$ cat src/rtl/stage_w.sv
// stage_w: writeback stage of the CPU pipeline.
//
// Accepts one retiring instruction per cycle from the memory stage, aligns and
// sign/zero-extends load data from the 8-byte-aligned data-bus word, and issues
// a registered register-file write (rf_*), which also serves as the forwarding
// source for earlier stages. A misaligned load raises a load-address-misaligned
// trap (cause 4) and stalls W until trap_ack_i.
//
// Optional build macro: STAGE_W_INSTRET_EN adds instret_o, a 64-bit retire
// counter that counts every accepted instruction that does not trap.
//
// Ports:
//   clk_i, reset_i (async, active-low)
//   m_valid_i / w_ready_o         : handshake with M
//   m_rd_i, m_we_i, m_load_i      : destination, write enable, load flag
//   m_size_i, m_unsigned_i        : load size (0..3 = B/H/W/D), zero-extend
//   m_addr_lo_i                   : load address bits [2:0]
//   m_result_i, m_dat_i           : non-load result, raw bus read word
//   rf_we_o, rf_rd_o, rf_dat_o    : registered register-file write
//   trap_o, trap_cause_o          : pending misaligned-load trap
//   trap_ack_i                    : trap handler accepts the trap
//   instret_o (optional)          : retire counter
module stage_w #(
  parameter int unsigned XLEN = 64
) (
  input  logic            clk_i,
  input  logic            reset_i,
  input  logic            m_valid_i,
  output logic            w_ready_o,
  input  logic [4:0]      m_rd_i,
  input  logic            m_we_i,
  input  logic            m_load_i,
  input  logic [1:0]      m_size_i,
  input  logic            m_unsigned_i,
  input  logic [2:0]      m_addr_lo_i,
  input  logic [XLEN-1:0] m_result_i,
  input  logic [XLEN-1:0] m_dat_i,
  output logic            rf_we_o,
  output logic [4:0]      rf_rd_o,
  output logic [XLEN-1:0] rf_dat_o,
  output logic            trap_o,
  output logic [3:0]      trap_cause_o,
  input  logic            trap_ack_i
`ifdef STAGE_W_INSTRET_EN
  ,
  output logic [63:0]     instret_o
`endif
);

  typedef enum logic [0:0] {StRun, StTrap} state_e;

  state_e          r_state;
  state_e          w_state_next;
  logic            r_we;
  logic [4:0]      r_rd;
  logic [XLEN-1:0] r_dat;

  logic            w_accept;
  logic            w_misaligned;
  logic [XLEN-1:0] w_shift;
  logic [XLEN-1:0] w_load_dat;
  logic [XLEN-1:0] w_wr_dat;

  assign w_ready_o = (r_state == StRun);
  assign w_accept  = m_valid_i & w_ready_o;

  // Address must be a multiple of the access size; byte loads always align.
  always_comb begin
    w_misaligned = 1'b0;
    if (m_load_i) begin
      unique case (m_size_i)
        2'd0: w_misaligned = 1'b0;
        2'd1: w_misaligned = m_addr_lo_i[0];
        2'd2: w_misaligned = |m_addr_lo_i[1:0];
        2'd3: w_misaligned = |m_addr_lo_i;
        default: w_misaligned = 1'b0;
      endcase
    end
  end

  // Bring the addressed byte lane down to bit 0, then extend by size.
  assign w_shift = m_dat_i >> {m_addr_lo_i, 3'b000};

  always_comb begin
    w_load_dat = w_shift;
    unique case (m_size_i)
      2'd0: w_load_dat = m_unsigned_i ? {{(XLEN-8){1'b0}}, w_shift[7:0]}
                                      : {{(XLEN-8){w_shift[7]}}, w_shift[7:0]};
      2'd1: w_load_dat = m_unsigned_i ? {{(XLEN-16){1'b0}}, w_shift[15:0]}
                                      : {{(XLEN-16){w_shift[15]}}, w_shift[15:0]};
      2'd2: w_load_dat = m_unsigned_i ? {{(XLEN-32){1'b0}}, w_shift[31:0]}
                                      : {{(XLEN-32){w_shift[31]}}, w_shift[31:0]};
      2'd3: w_load_dat = w_shift;
      default: w_load_dat = w_shift;
    endcase
  end

  assign w_wr_dat = m_load_i ? w_load_dat : m_result_i;

  // Next-state logic; trap_ack_i only matters while a trap is pending.
  always_comb begin
    w_state_next = r_state;
    unique case (r_state)
      StRun:   if (w_accept && w_misaligned) w_state_next = StTrap;
      StTrap:  if (trap_ack_i) w_state_next = StRun;
      default: w_state_next = StRun;
    endcase
  end

  always_ff @(posedge clk_i or negedge reset_i) begin
    if (!reset_i) begin
      r_state <= StRun;
    end else begin
      r_state <= w_state_next;
    end
  end

  // rf_rd/rf_dat track every accept (even a trapping one); rf_we is a one-cycle pulse.
  always_ff @(posedge clk_i or negedge reset_i) begin
    if (!reset_i) begin
      r_we  <= 1'b0;
      r_rd  <= 5'd0;
      r_dat <= '0;
    end else begin
      r_we <= w_accept & m_we_i & (m_rd_i != 5'd0) & ~w_misaligned;
      if (w_accept) begin
        r_rd  <= m_rd_i;
        r_dat <= w_wr_dat;
      end
    end
  end

  assign rf_we_o      = r_we;
  assign rf_rd_o      = r_rd;
  assign rf_dat_o     = r_dat;
  assign trap_o       = (r_state == StTrap);
  assign trap_cause_o = (r_state == StTrap) ? 4'd4 : 4'd0;

`ifdef STAGE_W_INSTRET_EN
  logic [63:0] r_instret;

  always_ff @(posedge clk_i or negedge reset_i) begin
    if (!reset_i) begin
      r_instret <= 64'd0;
    end else if (w_accept && !w_misaligned) begin
      r_instret <= r_instret + 64'd1;
    end
  end

  assign instret_o = r_instret;
`endif

endmodule

$ cat config.mk
export PLATFORM = sky130hd
export DESIGN_NAME = stage_w
export DESIGN_NICKNAME = d
export VERILOG_FILES = /design/src/rtl/stage_w.sv
export SDC_FILE = /design/constraint.sdc
export NUM_CORES = 1
export LEC_CHECK = 0
export ABC_AREA = 0
export CAP_MARGIN = 5
export CORE_MARGIN = 3
export CORE_UTILIZATION = 40
export CTS_CLUSTER_DIAMETER = 30
export CTS_CLUSTER_SIZE = 40
export DETAILED_ROUTE_END_ITERATION = 7
export PLACE_DENSITY = 0.78
export SLEW_MARGIN = 40
export SYNTH_ARGS = -nofsm -noshare
export SYNTH_HDL_FRONTEND = slang
export SYNTH_SLANG_ARGS = --single-unit
$ cat constraint.sdc
create_clock -name clk_i -period 1.55 [get_ports clk_i]
set_input_delay 0.31 -clock clk_i [delete_from_list [all_inputs] [get_ports clk_i]]
set_output_delay 0.31 -clock clk_i [all_outputs]
set_load 0.01 [all_outputs]
== After elaboration in Yosys (flattened, before gate mapping) ==
Index checks and enable logic that the tools add are counted.
Widths: inputs -> output; s select.

* Eq/ne operators: 3
* Shifts and indexed selects: 1
* Mux-type cells: 11
* Bitwise logic cells: 6
* Reduce and logical (&&, ||, !) cells: 5

{| class="wikitable"
|+ Operator list
! kind !! number
|-
| $mux 64 || 4
|-
| $pmux 64 s4 || 1
|-
| $shr 64x6->64 || 1
|-
| $reduce_bool 5->1 || 1
|-
| $and 1x1->1 || 4
|-
| $eq 2x2->1 const B || 2
|-
| $pmux 1 s4 || 1
|-
| $mux 1 || 3
|-
| $mux 3 || 1
|-
| $reduce_or 3->1 || 1
|-
| $eq 2x1->1 const B || 1
|-
| $logic_not 2->1 || 1
|-
| $not 1->1 || 2
|-
| $pmux 1 s2 || 1
|-
| $reduce_or 2->1 || 1
|-
| $logic_and 1x1->1 || 1
|}

* Bits in registers: 71
* Input bits: 145
* Output and inout bits: 76
* Logic and storage cells: 30

== Depth between registers and ports, before layout ==
* Word-level depth: 6
* Mapped depth: 8
* Depth with buffers taken out: 5

== Least setup slack after synthesis ==
OpenSTA, ideal clock, no wires.

* Path type: input port to flip-flop
* Start point: input port m_addr_lo_i[1]
* End point: register r_dat[38], in the netlist rf_dat_o[38]
* Library setup time: 133 ps
* Data arrival time: 1743 ps
* Data required time: 1417 ps
* Setup slack: -326 ps
* Stages: 8
* Buffers on the path: 3
* Cell sequence: buf_6 buf_6 mux2i_1 o22a_4 a211oi_4 nor4_4 buf_6 a22oi_2

* Cells in the longest elaborated chain, start to end: 4
* Elaborated cells between the ends (all ways): 6
* Those cells by class: shift (1); mux (5)

{| class="wikitable"
|+ RTL lines
! item !! line !! source
|-
| start: declaration || 35 || <nowiki>input logic [2:0] m_addr_lo_i,</nowiki>
|-
| $shr 64x6->64 * || 82 || <nowiki>assign w_shift = m_dat_i >> {m_addr_lo_i, 3'b000};</nowiki>
|-
| $mux 64 (on tied branches) || 91, 87, 89 ||
|-
| $pmux 64 s4 * || 86 || <nowiki>unique case (m_size_i)</nowiki>
|-
| $mux 64 * || 98 || <nowiki>assign w_wr_dat = m_load_i ? w_load_dat : m_result_i;</nowiki>
|-
| end signal: assignment || 128 || <nowiki>r_dat <= w_wr_dat;</nowiki>
|-
| end: declaration || 56 || <nowiki>logic [XLEN-1:0] r_dat;</nowiki>
|}

Mark *: on every way between the ends. The rest lies on a longest branch, timed or not.
A chain may end at the register's enable or synchronous reset.

== Worst setup path in the final report ==
* Start point: input port m_addr_lo_i[2]
* End point: register r_dat[56], in the netlist rf_dat_o[56]

The elaborated chain is that of the path after synthesis.

==> summary.txt <==
Run status
  • Status: finished with violations
  • Failing checks: setup timing

STA
  • Final setup fails: 23
  • RSZ-0062 raised after global routing: yes
  • Final Cycle Share: 108%
  • Endpoints failing hold: 0
  • Final Max Slew Viols: 0
  • Worst-margin pin slew: around 520 ps
  • Clk_skew: between 4 and 5 ps
  • Max Clk Rate: between 500 and 600 MHz
  • Setup_tns: -1740 ps
  • Hold Slack: ~430 ps
  • Fin worst setup slack: -121 ps
  • Slew headroom: about two thirds
  • Post-layout min period: between 1500 and 2000 ps

Placed design
  • DP Wirelength: about 17000 microns
  • Dpl ws: -982 ps
  • RePlAce Congestion: roughly 0.93
  • Placed instance count: ~1000
  • IO buf count: 217

Worst hold path
  • Worst hold-check path type: in -> async

CTS
  • CTS tree: done
  • Clock sinks: 71
  • Clock transition at the registers of the reported paths: about 60 ps
  • H-tree Lvls: 3
  • Num CTS Buffers: 9
  • CTS Buffer Depth: 2
  • Root buf cell: clkbuf_16
  • Clock latency on the worst-skew pair: approximately 330 ps

Worst setup path
  • Cell count of the worst reg-to-reg path: 6
  • Critical Path End Type: flip-flop
  • CP Max Fanout: 8
  • Worst path required time: around 1800 ps
  • CP Class: in -> reg
  • Reg2Reg Setup Slack: around 30 ps
  • CP Launch Type: input pin
  • Arrival time worst endpoint: roughly 1900 ps
  • R2r startpoint: trap_o
  • FF-to-FF End: rf_dat_o[31]

Final layout
  • Layout Area Growth over Synthesis: 77.6%
  • Area of the multi-input gates: about 3500 sq um
  • Nets@finish: between 1000 and 1500
  • Layout cells sized above 1: between 30% and 40%
  • Register area: ~1800 sq um
  • Most common cell after layout, fill and taps aside: buf_4
  • Final Util: roughly three quarters
  • Final cell count without fillers: ~1100
  • Most frequent cells in the layout: buf_4 (118), clkdlybuf4s50_1 (106), nand2_1 (88)
  • Filler cells: slightly above 900
  • N_diodes: 0

Floorplan
  • Die area: 14900 sq um
  • Starting density of the core: around two fifths
  • Die width: ~120 microns
  • DIE HEIGHT: approximately 120 microns
  • Std-Cell Core Area: approximately 13000 sq um
  • Rows: just over 40
  • I/O pin count: approximately 220

Logic synthesis
  • Unique masters post-synth: 50
  • Post-synthesis sequential area ratio: 33.0%
  • Syn Inst Count: ~570
  • Top FF cell, synth: dfrtp_1
  • Syn Area/Cell: between 9 and 10 sq um
  • Synthesized area: ~5400 sq um
  • Ys Warns: 0
  • EDFF count, synth: 0
  • Ys async rst share: 100%
  • Post-synthesis register bit count: between 70 and 80

Detailed routing
  • Vias post-DR: roughly 6300
  • Final ANT Viol Nets: 0
  • DRC viols: 0
  • Drt pass-1 iters: 5
  • DR iter-0 viols: around 550
  • Drt via density: between 5 and 6
  • WL/cell: 22.5 microns
  • DRT Wirelength: 24200 microns

Job
  • Total of max-cap violations: 0

Global route
  • Gr usage total: between 30% and 40%
  • Congestion Overflow GR: 0
  • First-pass GRT wire length: between 30000 and 40000 microns
  • Initial antenna violation count: 0
  • Vias in the first global route: between 6000 and 7000
  • Largest net degree at the start of global routing: between 60 and 70

Pwr
  • Pleak: 4.51 nW
  • VDD IR max: 610 uV
  • Pwr per Cell Area: approximately 800 nW/um^2
## worst max-delay path, stage by stage
cell	delay [ps]
buf_12	110
or3b_4	400
o22a_4	210
a211oi_4	240
nor4_4	80
buf_6	150
buf_12	120
clkbuf_16	150
a22oi_2	150
## layer usage
metal  routed length [microns]  vias up  GRT usage [%]
met2                     11800      384           50.1
met5                         0        -              0
li1                          -     2795              -
met3                      2000       60           5.01
met1                      9540     3067           40.0
met4                       847        0           12.4
## sequential cells by signal (all words and copies together), names as in the netlist
name	cells
rf_dat_o	64
rf_rd_o	5
rf_we_o	1
trap_o	1
## worst max-delay path by stage
stage                    from      endpoint  slack, ps  depth (start not counted)
2_1_floorplan  m_addr_lo_i[1]  rf_dat_o[38]       -290                          8
3_3_place_gp   m_addr_lo_i[2]  rf_dat_o[31]       -870                          6
3_5_place_dp   m_addr_lo_i[2]  rf_dat_o[31]       -980                          6
4_1_cts        m_addr_lo_i[2]  rf_dat_o[57]       -160                          9
5_1_grt        m_addr_lo_i[2]  rf_dat_o[56]       -170                          9
6_report       m_addr_lo_i[2]  rf_dat_o[56]       -120                          9
## power breakdown
| part | switching, W | leakage (nW) | internal (W) |
|---|---|---|---|
| logic | 0.00148 | 3.50 | 0.00168 |
| clock network | 0.000790 | 0.146 | 0.00128 |
| registers | 0.000224 | 0.861 | 0.00218 |
## what timing repair did
| action | 4_1_cts | 5_1_grt |
|---|---|---|
| hold endpoints to repair | 26 | 0 |
| resized for setup | 124 | 98 |
| endpoints found under the setup margin | 108 | 86 |
| gates cloned | 3 | 8 |
| buffers inserted | 17 | 15 |
| pin swaps | 12 | 25 |
| hold buffers | 1 | 0 |
## metrics by stage
step / power, W / area (sq um)
after floorplan: 0.00372 / 5470
after global placement: 0.00536 / 8420
after detailed placement: 0.00542 / 8420
after CTS: 0.00748 / 9010
after global routing: 0.00794 / 9560
final: 0.00763 / 9560
## kinds of logic after synthesis
group / after synthesis / share of synthesized area (%)
flip-flops: 71 / 33.0
other: 1 / 0.0697
multiplexers: 74 / 17.4
AO/OA/AOI/OAI: 185 / 25.9
buffers and inverters: 61 / 6.58
AND/OR/NAND/NOR: 182 / 17.0
## area by class of cell
| cell class | count | area share, % |
|---|---|---|
| Clock buffer | 12 | 2.58 |
| Clock inverter | 4 | 0.471 |
| Inverter | 4 | 0.157 |
| Multi-Input combinational cell | 444 | 37.0 |
| Sequential cell | 71 | 18.6 |
| Tap cell | 172 | 2.25 |
| Timing Repair Buffer | 370 | 39.0 |
## synth_stat cells (all sizes together), types with 13 or more instances
| cell | count | share of area (%) |
|---|---|---|
| nand2 | 92 | 6.4 |
| dfrtp | 71 | 33 |
| o21ai | 66 | 6.1 |
| mux2i | 50 | 9.3 |
| a22oi | 44 | 8.4 |
| a21oi | 31 | 4.0 |
| clkbuf | 30 | 2.1 |
| buf | 27 | 4.2 |
| or3 | 23 | 2.7 |
| nor3 | 21 | 2.5 |
| mux4 | 14 | 5.9 |
| nor2 | 14 | 0.98 |
| a32oi | 13 | 2.1 |
No activity file was read; power rests on OpenSTA's default activity.
